==> config.mk <==
export PLATFORM = sky130hd
export DESIGN_NAME = global_buf_loader_flat
export DESIGN_NICKNAME = d
export VERILOG_FILES = /design/src/rtl/global_buf_loader_if.sv /design/src/rtl/global_buf_loader.sv /design/src/flat_wrapper.sv
export SDC_FILE = /design/constraint.sdc
export NUM_CORES = 1
export LEC_CHECK = 0
export BUFFER_PORTS_ARGS = -buffer_cell sky130_fd_sc_hd__buf_2
export CORE_ASPECT_RATIO = 0.9
export CORE_MARGIN = 4
export CORE_UTILIZATION = 40
export CTS_CLUSTER_SIZE = 30
export DETAILED_ROUTE_END_ITERATION = 8
export PLACE_DENSITY_LB_ADDON = 0.12
export SKIP_CTS_REPAIR_TIMING = 1
export SLEW_MARGIN = 10
export SYNTH_ARGS = -nofsm -noshare
export SYNTH_HDL_FRONTEND = slang
export SYNTH_SLANG_ARGS = --single-unit
==> constraint.sdc <==
create_clock -name clk -period 7.7 [get_ports clk]
set_input_delay 1.155 -clock clk [delete_from_list [all_inputs] [get_ports clk]]
set_output_delay 1.155 -clock clk [all_outputs]
set_load 0.01 [all_outputs]
==> src/rtl/global_buf_loader_if.sv <==
// Valid/ready stream of 128-bit global-buffer lines from the host side into the loader.
// The host drives the master modport and the loader takes the slave modport.
interface global_buf_loader_if #(
    parameter int unsigned DATA_WIDTH = 128
);
    logic                  s_valid;
    logic [DATA_WIDTH-1:0] s_data;
    logic                  s_ready;

    modport master (
        output s_valid,
        output s_data,
        input  s_ready
    );

    modport slave (
        input  s_valid,
        input  s_data,
        output s_ready
    );
endinterface

==> src/rtl/global_buf_loader.sv <==
// Streams the input-feature region, then the weight region, into the global buffer SRAM,
// then hands the SRAM port back and kicks the systolic controller.
module global_buf_loader #(
    parameter int unsigned ADDR_WIDTH = 13,
    parameter int unsigned DATA_WIDTH = 128,
    parameter int unsigned CNT_WIDTH  = 13
) (
    input  logic                  clk,
    input  logic                  rst,
    input  logic                  cfg_start,
    input  logic [ADDR_WIDTH-1:0] INIT_INPUT_ADDR,
    input  logic [ADDR_WIDTH-1:0] INIT_WEIGHT_ADDR,
    input  logic [CNT_WIDTH-1:0]  N_INPUT_LINES,
    input  logic [CNT_WIDTH-1:0]  N_WEIGHT_LINES,
    global_buf_loader_if.slave    s,
    output logic [ADDR_WIDTH-1:0] waddr,
    output logic [DATA_WIDTH-1:0] wdata,
    output logic                  write,
    output logic                  load_data,
    output logic                  compute_start,
    input  logic                  compute_done,
    output logic                  busy
);

    typedef enum logic [2:0] {
        StIdle,
        StLoadIn,
        StLoadWt,
        StFlush,
        StGap,
        StStart,
        StWaitDone
    } state_e;

    state_e state_q, state_d;

    logic [ADDR_WIDTH-1:0] in_base_q, wt_base_q;
    logic [CNT_WIDTH-1:0]  n_in_q, n_wt_q;
    logic [CNT_WIDTH-1:0]  cnt_q;

    logic                  s_ready_c;
    logic                  accept;
    logic                  cfg_accept;
    logic                  last_in, last_wt, last_beat;
    logic [ADDR_WIDTH-1:0] region_base;

    assign s.s_ready  = s_ready_c;
    assign accept     = s_ready_c & s.s_valid;
    assign cfg_accept = (state_q == StIdle) & cfg_start;

    // The counter restarts at 0 for each region, so one counter serves both.
    assign last_in     = (cnt_q == n_in_q - CNT_WIDTH'(1));
    assign last_wt     = (cnt_q == n_wt_q - CNT_WIDTH'(1));
    assign last_beat   = (state_q == StLoadIn) ? last_in : last_wt;
    assign region_base = (state_q == StLoadIn) ? in_base_q : wt_base_q;

    always_ff @(posedge clk or posedge rst) begin
        if (rst) begin
            state_q <= StIdle;
        end else begin
            state_q <= state_d;
        end
    end

    always_comb begin
        state_d = state_q;
        unique case (state_q)
            StIdle: begin
                if (cfg_start) begin
                    if (N_INPUT_LINES != '0) begin
                        state_d = StLoadIn;
                    end else if (N_WEIGHT_LINES != '0) begin
                        state_d = StLoadWt;
                    end else begin
                        state_d = StGap;
                    end
                end
            end
            StLoadIn: begin
                if (accept && last_in) begin
                    state_d = (n_wt_q != '0) ? StLoadWt : StFlush;
                end
            end
            StLoadWt: begin
                if (accept && last_wt) begin
                    state_d = StFlush;
                end
            end
            StFlush:    state_d = StGap;
            StGap:      state_d = StStart;
            StStart:    state_d = StWaitDone;
            StWaitDone: begin
                if (compute_done) begin
                    state_d = StIdle;
                end
            end
            default:    state_d = StIdle;
        endcase
    end

    always_comb begin
        s_ready_c     = 1'b0;
        load_data     = 1'b0;
        compute_start = 1'b0;
        busy          = (state_q != StIdle);
        unique case (state_q)
            StLoadIn, StLoadWt: begin
                s_ready_c = 1'b1;
                load_data = 1'b1;
            end
            // Last registered write drains here while the loader still owns the port.
            StFlush: load_data = 1'b1;
            StStart: compute_start = 1'b1;
            default: ;
        endcase
    end

    always_ff @(posedge clk or posedge rst) begin
        if (rst) begin
            in_base_q <= '0;
            wt_base_q <= '0;
            n_in_q    <= '0;
            n_wt_q    <= '0;
            cnt_q     <= '0;
            waddr     <= '0;
            wdata     <= '0;
            write     <= 1'b0;
        end else begin
            write <= accept;
            if (cfg_accept) begin
                in_base_q <= INIT_INPUT_ADDR;
                wt_base_q <= INIT_WEIGHT_ADDR;
                n_in_q    <= N_INPUT_LINES;
                n_wt_q    <= N_WEIGHT_LINES;
                cnt_q     <= '0;
            end
            if (accept) begin
                wdata <= s.s_data;
                waddr <= region_base + ADDR_WIDTH'(cnt_q);
                cnt_q <= last_beat ? '0 : cnt_q + CNT_WIDTH'(1);
            end
        end
    end

endmodule

==> src/flat_wrapper.sv <==
// flat-port wrapper written by rule: the top's interface ports become plain ports
module global_buf_loader_flat 
#(
    parameter int unsigned ADDR_WIDTH = 13,
    parameter int unsigned DATA_WIDTH = 128,
    parameter int unsigned CNT_WIDTH  = 13
)
  (clk, rst, cfg_start, INIT_INPUT_ADDR, INIT_WEIGHT_ADDR, N_INPUT_LINES, N_WEIGHT_LINES, waddr, wdata, write, load_data, compute_start, compute_done, busy, s_s_valid, s_s_data, s_s_ready);
  global_buf_loader_if #(.DATA_WIDTH(DATA_WIDTH)) s_i ();
  input  logic clk;
  input  logic rst;
  input  logic cfg_start;
  input  logic [ADDR_WIDTH-1:0] INIT_INPUT_ADDR;
  input  logic [ADDR_WIDTH-1:0] INIT_WEIGHT_ADDR;
  input  logic [CNT_WIDTH-1:0] N_INPUT_LINES;
  input  logic [CNT_WIDTH-1:0] N_WEIGHT_LINES;
  output logic [ADDR_WIDTH-1:0] waddr;
  output logic [DATA_WIDTH-1:0] wdata;
  output logic write;
  output logic load_data;
  output logic compute_start;
  input  logic compute_done;
  output logic busy;
  input wire logic [$bits(s_i.s_valid)-1:0] s_s_valid;
  input wire logic [$bits(s_i.s_data)-1:0] s_s_data;
  output wire logic [$bits(s_i.s_ready)-1:0] s_s_ready;
  assign s_i.s_valid = s_s_valid;
  assign s_i.s_data = s_s_data;
  assign s_s_ready = s_i.s_ready;
  global_buf_loader #(.ADDR_WIDTH(ADDR_WIDTH), .DATA_WIDTH(DATA_WIDTH), .CNT_WIDTH(CNT_WIDTH)) u_core (.clk(clk), .rst(rst), .cfg_start(cfg_start), .INIT_INPUT_ADDR(INIT_INPUT_ADDR), .INIT_WEIGHT_ADDR(INIT_WEIGHT_ADDR), .N_INPUT_LINES(N_INPUT_LINES), .N_WEIGHT_LINES(N_WEIGHT_LINES), .s(s_i), .waddr(waddr), .wdata(wdata), .write(write), .load_data(load_data), .compute_start(compute_start), .compute_done(compute_done), .busy(busy));
endmodule
==> impl_metrics.env, run 1 <==
export IMPL_yosysWarnings=0
export IMPL_wl_per_cell_um=17.1
export IMPL_yosysMostFrequentCell="nand2_1"
export IMPL_slew_viol_final=0
export IMPL_min_to="u_core.wdata[57]"
export IMPL_viasPerCell=4.94
export IMPL_slew_limit_headroom_pct=30.7
export IMPL_yosys_area_top_type="dfrtp_1"
export IMPL_synthTopCellsByCount="nand2_1 (416), dfrtp_1 (210), mux2_2 (60)"
export IMPL_crit_arrival_ns=4.54
export IMPL_netlist_top_cells_area="dfrtp_1 (54%), nand2_1 (16%), mux2_2 (6.9%)"
export IMPL_htree_num_levels=1
export IMPL_holdWs_ns=0.469
export IMPL_final_area_sq_um=12500
export IMPL_cts_inserted_buffers=24
export IMPL_clock_latency_ns=0.51
export IMPL_placementRows=54
export IMPL_cts_root_buf="clkbuf_16"
export IMPL_vias=8308
export IMPL_worst_pin_slew_ns=1.04
export IMPL_hold_path_class="reg2reg"
export IMPL_dieWidth_um=173
export IMPL_coreArea_sq_um=24200
export IMPL_drcViolationCount=0
export IMPL_io_buffers=330
export IMPL_synth_area_per_cell_sq_um=9.37
export IMPL_clock_sinks=210
export IMPL_grt_pass1_vias=8229
export IMPL_io_pins=331
export IMPL_cts_buffer_depth=3
export IMPL_drtAntennaViolNets=0
export IMPL_drt_iter0_drc=562
export IMPL_start_util_pct=40.5
export IMPL_rrSetupSlack_ns=3.50
export IMPL_grt_pass1_wl_um=45200
export IMPL_hold_depth=2
export IMPL_post_route_period_util_pct=54.5
export IMPL_dpl_hpwl_um=20400
export IMPL_synth_cells=1047
export IMPL_gp_congestion=0.850
export IMPL_status="finished, final reports clean"
export IMPL_grt_setup_unrepaired="no"
export IMPL_dr_pass1_iters=5
export IMPL_layout_min_cycle_time_ns=4.20
export IMPL_timing_max_cap_violations=0
export IMPL_hold_violations=0
export IMPL_drive_above_1_share_pct=33.2
export IMPL_hold_path_startpoint="u_core.wdata[57]"
export IMPL_reg2reg_from="u_core.state_q[1]"
export IMPL_leakagePower_nw=6.55
export IMPL_ir_drop_uv=205
export IMPL_fin_setup_tns_ns=0
export IMPL_synth_edff_count=0
export IMPL_critPathKind="reg2reg"
export IMPL_placed_area_sq_um=11700
export IMPL_synthFlopType="dfrtp_1"
export IMPL_worstPathRequired_ns=8.04
export IMPL_grtUsageTotal_pct=20.4
export IMPL_fin_skew_ns=0.0150
export IMPL_r2r_end="u_core.waddr[12]"
export IMPL_cp_max_fo=17
export IMPL_die_h_um=157
export IMPL_reg2reg_depth=14
export IMPL_grt_ovfl_total=0
export IMPL_yosys_area_top_type_share_pct=53.6
export IMPL_cts_tree="built"
export IMPL_antenna_found_initial=14
export IMPL_finalWirelength_um=28700
export IMPL_dieArea_sq_um=27100
export IMPL_synth_distinct_cells=63
export IMPL_area_growth_pct=27.3
export IMPL_fmax_mhz=238
export IMPL_setup_viol=0
export IMPL_path_clk_slew_ns=0.06
export IMPL_power_total_mw=5.42
export IMPL_ys_seq_area_share_pct=53.6
export IMPL_async_flop_share_pct=100
export IMPL_grt_max_degree=139
export IMPL_final_nets=1555
export IMPL_syn_area_sq_um=9810
export IMPL_synth_nets=1248
export IMPL_startpoint_type="register"
export IMPL_ys_ff_latch=210
export IMPL_pwr_density_cell_nw_per_um2=434
export IMPL_endpoint_kind="register"
flip-flops by register name, summed over array words and instances, names as in the netlist:
register and count:
u_core.cnt_q 13, u_core.write 1, u_core.n_wt_q 13, u_core.n_in_q 13, u_core.in_base_q 13, u_core.waddr 13
u_core.wdata 128, u_core.wt_base_q 13, u_core.state_q 3
per-layer routing:
layer | global-route usage, % | vias to the layer above | wire length, um
li1 | - | 4072 | -
met1 | 27.2 | 3895 | 12300
met2 | 33.1 | 261 | 13400
met3 | 6.14 | 62 | 2150
met4 | 5.43 | 18 | 725
met5 | 0 | - | 141
worst max-delay path by stage:
stage                       endpoint               from  depth (start not counted)
floorplan            u_core.cnt_q[0]                rst                          1
global placement    u_core.waddr[12]  u_core.state_q[1]                         14
detailed placement  u_core.waddr[12]  u_core.state_q[1]                         14
CTS                 u_core.waddr[12]  u_core.state_q[1]                         14
global route        u_core.waddr[12]  u_core.state_q[1]                         14
finish              u_core.waddr[12]  u_core.state_q[1]                         14
cell usage in the layout, fill, tap and decap left out, types with 5 or more instances in the layout:
cell type	synthesis	final
a21oi_1	23	23
o21ai_0	25	25
xnor2_1	22	22
a31oi_1	8	8
nand2_1	416	415
clkbuf_8	0	6
clkbuf_1	39	6
clkbuf_16	0	25
nor3_1	17	17
dfrtp_1	210	210
ha_1	15	15
nor4_1	11	11
o21ai_1	5	5
and3_1	8	7
diode_2	0	5
or3_1	5	5
a21o_1	6	6
nand2b_1	12	12
inv_1	20	19
nor2_1	18	18
buf_2	7	330
mux2_2	60	60
xor2_1	15	15
nand3_1	18	18
buf_4	0	5
nand4_1	9	9
nor2b_1	10	10
power by group:
group | internal [mW] | leakage [nW] | switching, mW
clock | 0.714 | 0.394 | 0.450
combinational | 0.967 | 3.57 | 1.29
sequential | 1.63 | 2.59 | 0.376
worst max-delay path, cell delays in order (launching register included):
cell and delay [ns]:
dfrtp_1 0.53, nand2b_1 0.19, nand2b_1 0.11, buf_4 0.28, mux2_2 0.38, ha_1 0.21, fa_1 0.42, a21o_1 0.18
a21o_1 0.21, a2111oi_0 0.57, o311ai_0 0.32, a21o_1 0.24, a21oi_1 0.17, xnor2_1 0.13, o21ai_0 0.08
cell type report:
type                       instances  area (sq um)
multi-input combinational        762          4250
antenna                            5          12.5
fill                            2334         11700
timing repair buffer             335          1690
tap                              308           385
clock buffer                      37           731
clock inverter                     4          70.1
inverter                          21          88.8
sequential                       210          5260
through the flow:
step                util, %  worst slack, ns  cells
floorplan                 -            0.807   1047
global placement       48.2             3.59   1636
detailed placement     48.2             3.56   1636
CTS                    51.5             3.51   1677
global route           51.6             3.18   1682
finish                 51.6             3.50   1682
cells by family (layout without fill, tap and decap cells):
group | Yosys count | count (layout) | synth area share [%]
and+or+nand+nor | 546 | 546 | 23.9
DFF | 210 | 210 | 53.6
AOI/OAI and AO/OA | 100 | 100 | 6.67
buffers and inverters | 75 | 397 | 3.19
muxes | 63 | 63 | 7.20
xor gates and xnor gates | 37 | 37 | 3.30
adders and majority gates | 16 | 16 | 2.12
other | 0 | 5 | 0
(Power assumes the default switching activity.)
==> inputs of run 2 (changes only) <==
==> constraint.sdc (replaced) <==
create_clock -name clk -period 4.25 [get_ports clk]
set_input_delay 0.6375 -clock clk [delete_from_list [all_inputs] [get_ports clk]]
set_output_delay 0.6375 -clock clk [all_outputs]
set_load 0.01 [all_outputs]
==> impl_metrics.env, run 2 (synthesized netlist as in run 1, its figures left out) <==
export IMPL_status="finished, final reports clean"
export IMPL_placed_area_sq_um=11800
export IMPL_cts_buffer_depth=3
export IMPL_dieArea_sq_um=27100
export IMPL_cts_tree="built"
export IMPL_slew_viol_final=0
export IMPL_path_clk_slew_ns=0.06
export IMPL_largest_reg_flops=128
export IMPL_endpoint="u_core.waddr[12]"
export IMPL_antenna_found_initial=8
export IMPL_hold_path_class="in2reg"
export IMPL_grt_setup_unrepaired="no"
export IMPL_worstSetupStartpoint="u_core.state_q[2]"
export IMPL_drive_above_1_share_pct=33.6
export IMPL_drt_iter0_drc=451
export IMPL_leakagePower_nw=6.60
export IMPL_startpoint_type="register"
export IMPL_slew_limit_headroom_pct=36.6
export IMPL_coreArea_sq_um=24200
export IMPL_final_area_sq_um=12600
export IMPL_p_clk_share_pct=21.0
export IMPL_grtUsageTotal_pct=20.5
export IMPL_final_cell_mix="nand2_1 (415), buf_2 (330), dfrtp_1 (210)"
export IMPL_p_switching_mw=3.83
export IMPL_p_comb_share_pct=42.2
export IMPL_fin_setup_tns_ns=0
export IMPL_critPathKind="reg2reg"
export IMPL_grt_ovfl_total=0
export IMPL_post_route_util_pct=52.0
export IMPL_vias=8265
export IMPL_io_pins=331
export IMPL_clock_sinks=210
export IMPL_final_nets=1565
export IMPL_fin_skew_ns=0.00542
export IMPL_start_util_pct=40.5
export IMPL_pwr_density_cell_nw_per_um2=781
export IMPL_wl_per_cell_um=16.9
export IMPL_dp_slack_ns=0.377
export IMPL_crit_arrival_ns=4.26
export IMPL_grt_pass1_vias=8202
export IMPL_ir_drop_uv=317
export IMPL_sequentialPowerShare_pct=36.8
export IMPL_fmax_mhz=256
export IMPL_cp_max_fo=10
export IMPL_area_growth_pct=28.2
export IMPL_dpl_hpwl_um=20900
export IMPL_drcViolationCount=0
export IMPL_layout_commonest_cell="nand2_1"
export IMPL_dieWidth_um=173
export IMPL_clock_latency_ns=0.51
export IMPL_timing_max_cap_violations=0
export IMPL_p_sw_share_pct=39.0
export IMPL_top_register="u_core.wdata"
export IMPL_finalWirelength_um=28600
export IMPL_worst_pin_slew_ns=0.948
export IMPL_gp_congestion=0.826
export IMPL_placementRows=54
export IMPL_place_inst=1646
export IMPL_dr_pass1_iters=5
export IMPL_io_buffers=330
export IMPL_viasPerCell=4.89
export IMPL_htree_num_levels=1
export IMPL_layout_min_cycle_time_ns=3.90
export IMPL_postLayoutSetupSlackWorst_ns=0.349
export IMPL_cts_root_buf="clkbuf_16"
export IMPL_rrSetupSlack_ns=0.35
export IMPL_nFillCells=2350
export IMPL_reg2reg_depth=13
export IMPL_worstPathRequired_ns=4.61
export IMPL_r2r_end="u_core.waddr[12]"
export IMPL_post_route_period_util_pct=91.8
export IMPL_setup_viol=0
export IMPL_grt_max_degree=80
export IMPL_die_h_um=157
export IMPL_grt_pass1_wl_um=45400
export IMPL_intPower_mw=5.99
export IMPL_hold_violations=0
export IMPL_reg2reg_from="u_core.state_q[2]"
export IMPL_holdWs_ns=0.315
export IMPL_fin_cells=1691
export IMPL_cts_inserted_buffers=24
export IMPL_power_total_mw=9.82
export IMPL_drtAntennaViolNets=0
export IMPL_endpoint_kind="register"
[run 2: changes by cell type in the layout (fill, tap and decap cells not counted), sizes merged]
cell | previous run | this run
buf | 335 | 345
clkbuf | 37 | 40
diode | 5 | 2
bufinv | 2 | 1
clkinvlp | 0 | 1
inv | 21 | 20
[run 2: how the worst min path moves through the flow]
stage | from | endpoint | slack, ns | depth (start not counted)
floorplan | u_core.wt_base_q[0] | u_core.wt_base_q[0] | 0.47 | 1
global placement | u_core.wdata[38] | u_core.wdata[38] | 0.45 | 2
detailed placement | u_core.wdata[97] | u_core.wdata[97] | 0.46 | 2
CTS | s_s_data[90] | u_core.wdata[90] | 0.29 | 3
global route | s_s_data[104] | u_core.wdata[104] | 0.29 | 3
finish | s_s_data[64] | u_core.wdata[64] | 0.32 | 3
[run 2: layout make-up]
cell class / count / area [sq um] / share of cell area, %
Clock inverter: 3 / 40.0 / 0.318
Timing Repair Buffer: 345 / 1800 / 14.3
Multi-Input combinational cell: 762 / 4250 / 33.8
Sequential cell: 210 / 5260 / 41.8
Inverter: 21 / 85.1 / 0.677
Antenna cell: 2 / 5.00 / 0.0398
Tap cell: 308 / 385 / 3.07
Clock buffer: 40 / 752 / 5.98
[run 2: routing by layer]
layer / routed length (um) / share of wire, % / global-route usage (%) / vias up
met5: 83 / 0.29 / 0 / -
met2: 13400 / 47 / 33.2 / 234
met3: 2050 / 7.2 / 6.16 / 57
met4: 684 / 2.4 / 4.86 / 14
li1: - / - / - / 4098
met1: 12300 / 43 / 27.5 / 3862
[run 2: power groups by stage]
stage,registers [mW],clock network (mW),logic (mW)
5_1_grt,3.75,2.21,4.67
3_5_place_dp,3.62,0,4.23
4_1_cts,3.62,2.13,4.22
6_report,3.61,2.06,4.15
2_1_floorplan,3.79,0,2.48
3_3_place_gp,3.62,0,4.13
[run 2: worst max-delay path: stages (launching register included)]
cell,delay [ns]
dfrtp_1,0.51
inv_1,0.15
nand2b_1,0.23
mux2_2,0.37
ha_1,0.21
fa_1,0.42
a21o_1,0.18
a21o_1,0.21
a2111oi_0,0.54
o311ai_0,0.31
a21o_1,0.23
a21oi_1,0.19
xnor2_1,0.14
o21ai_0,0.08
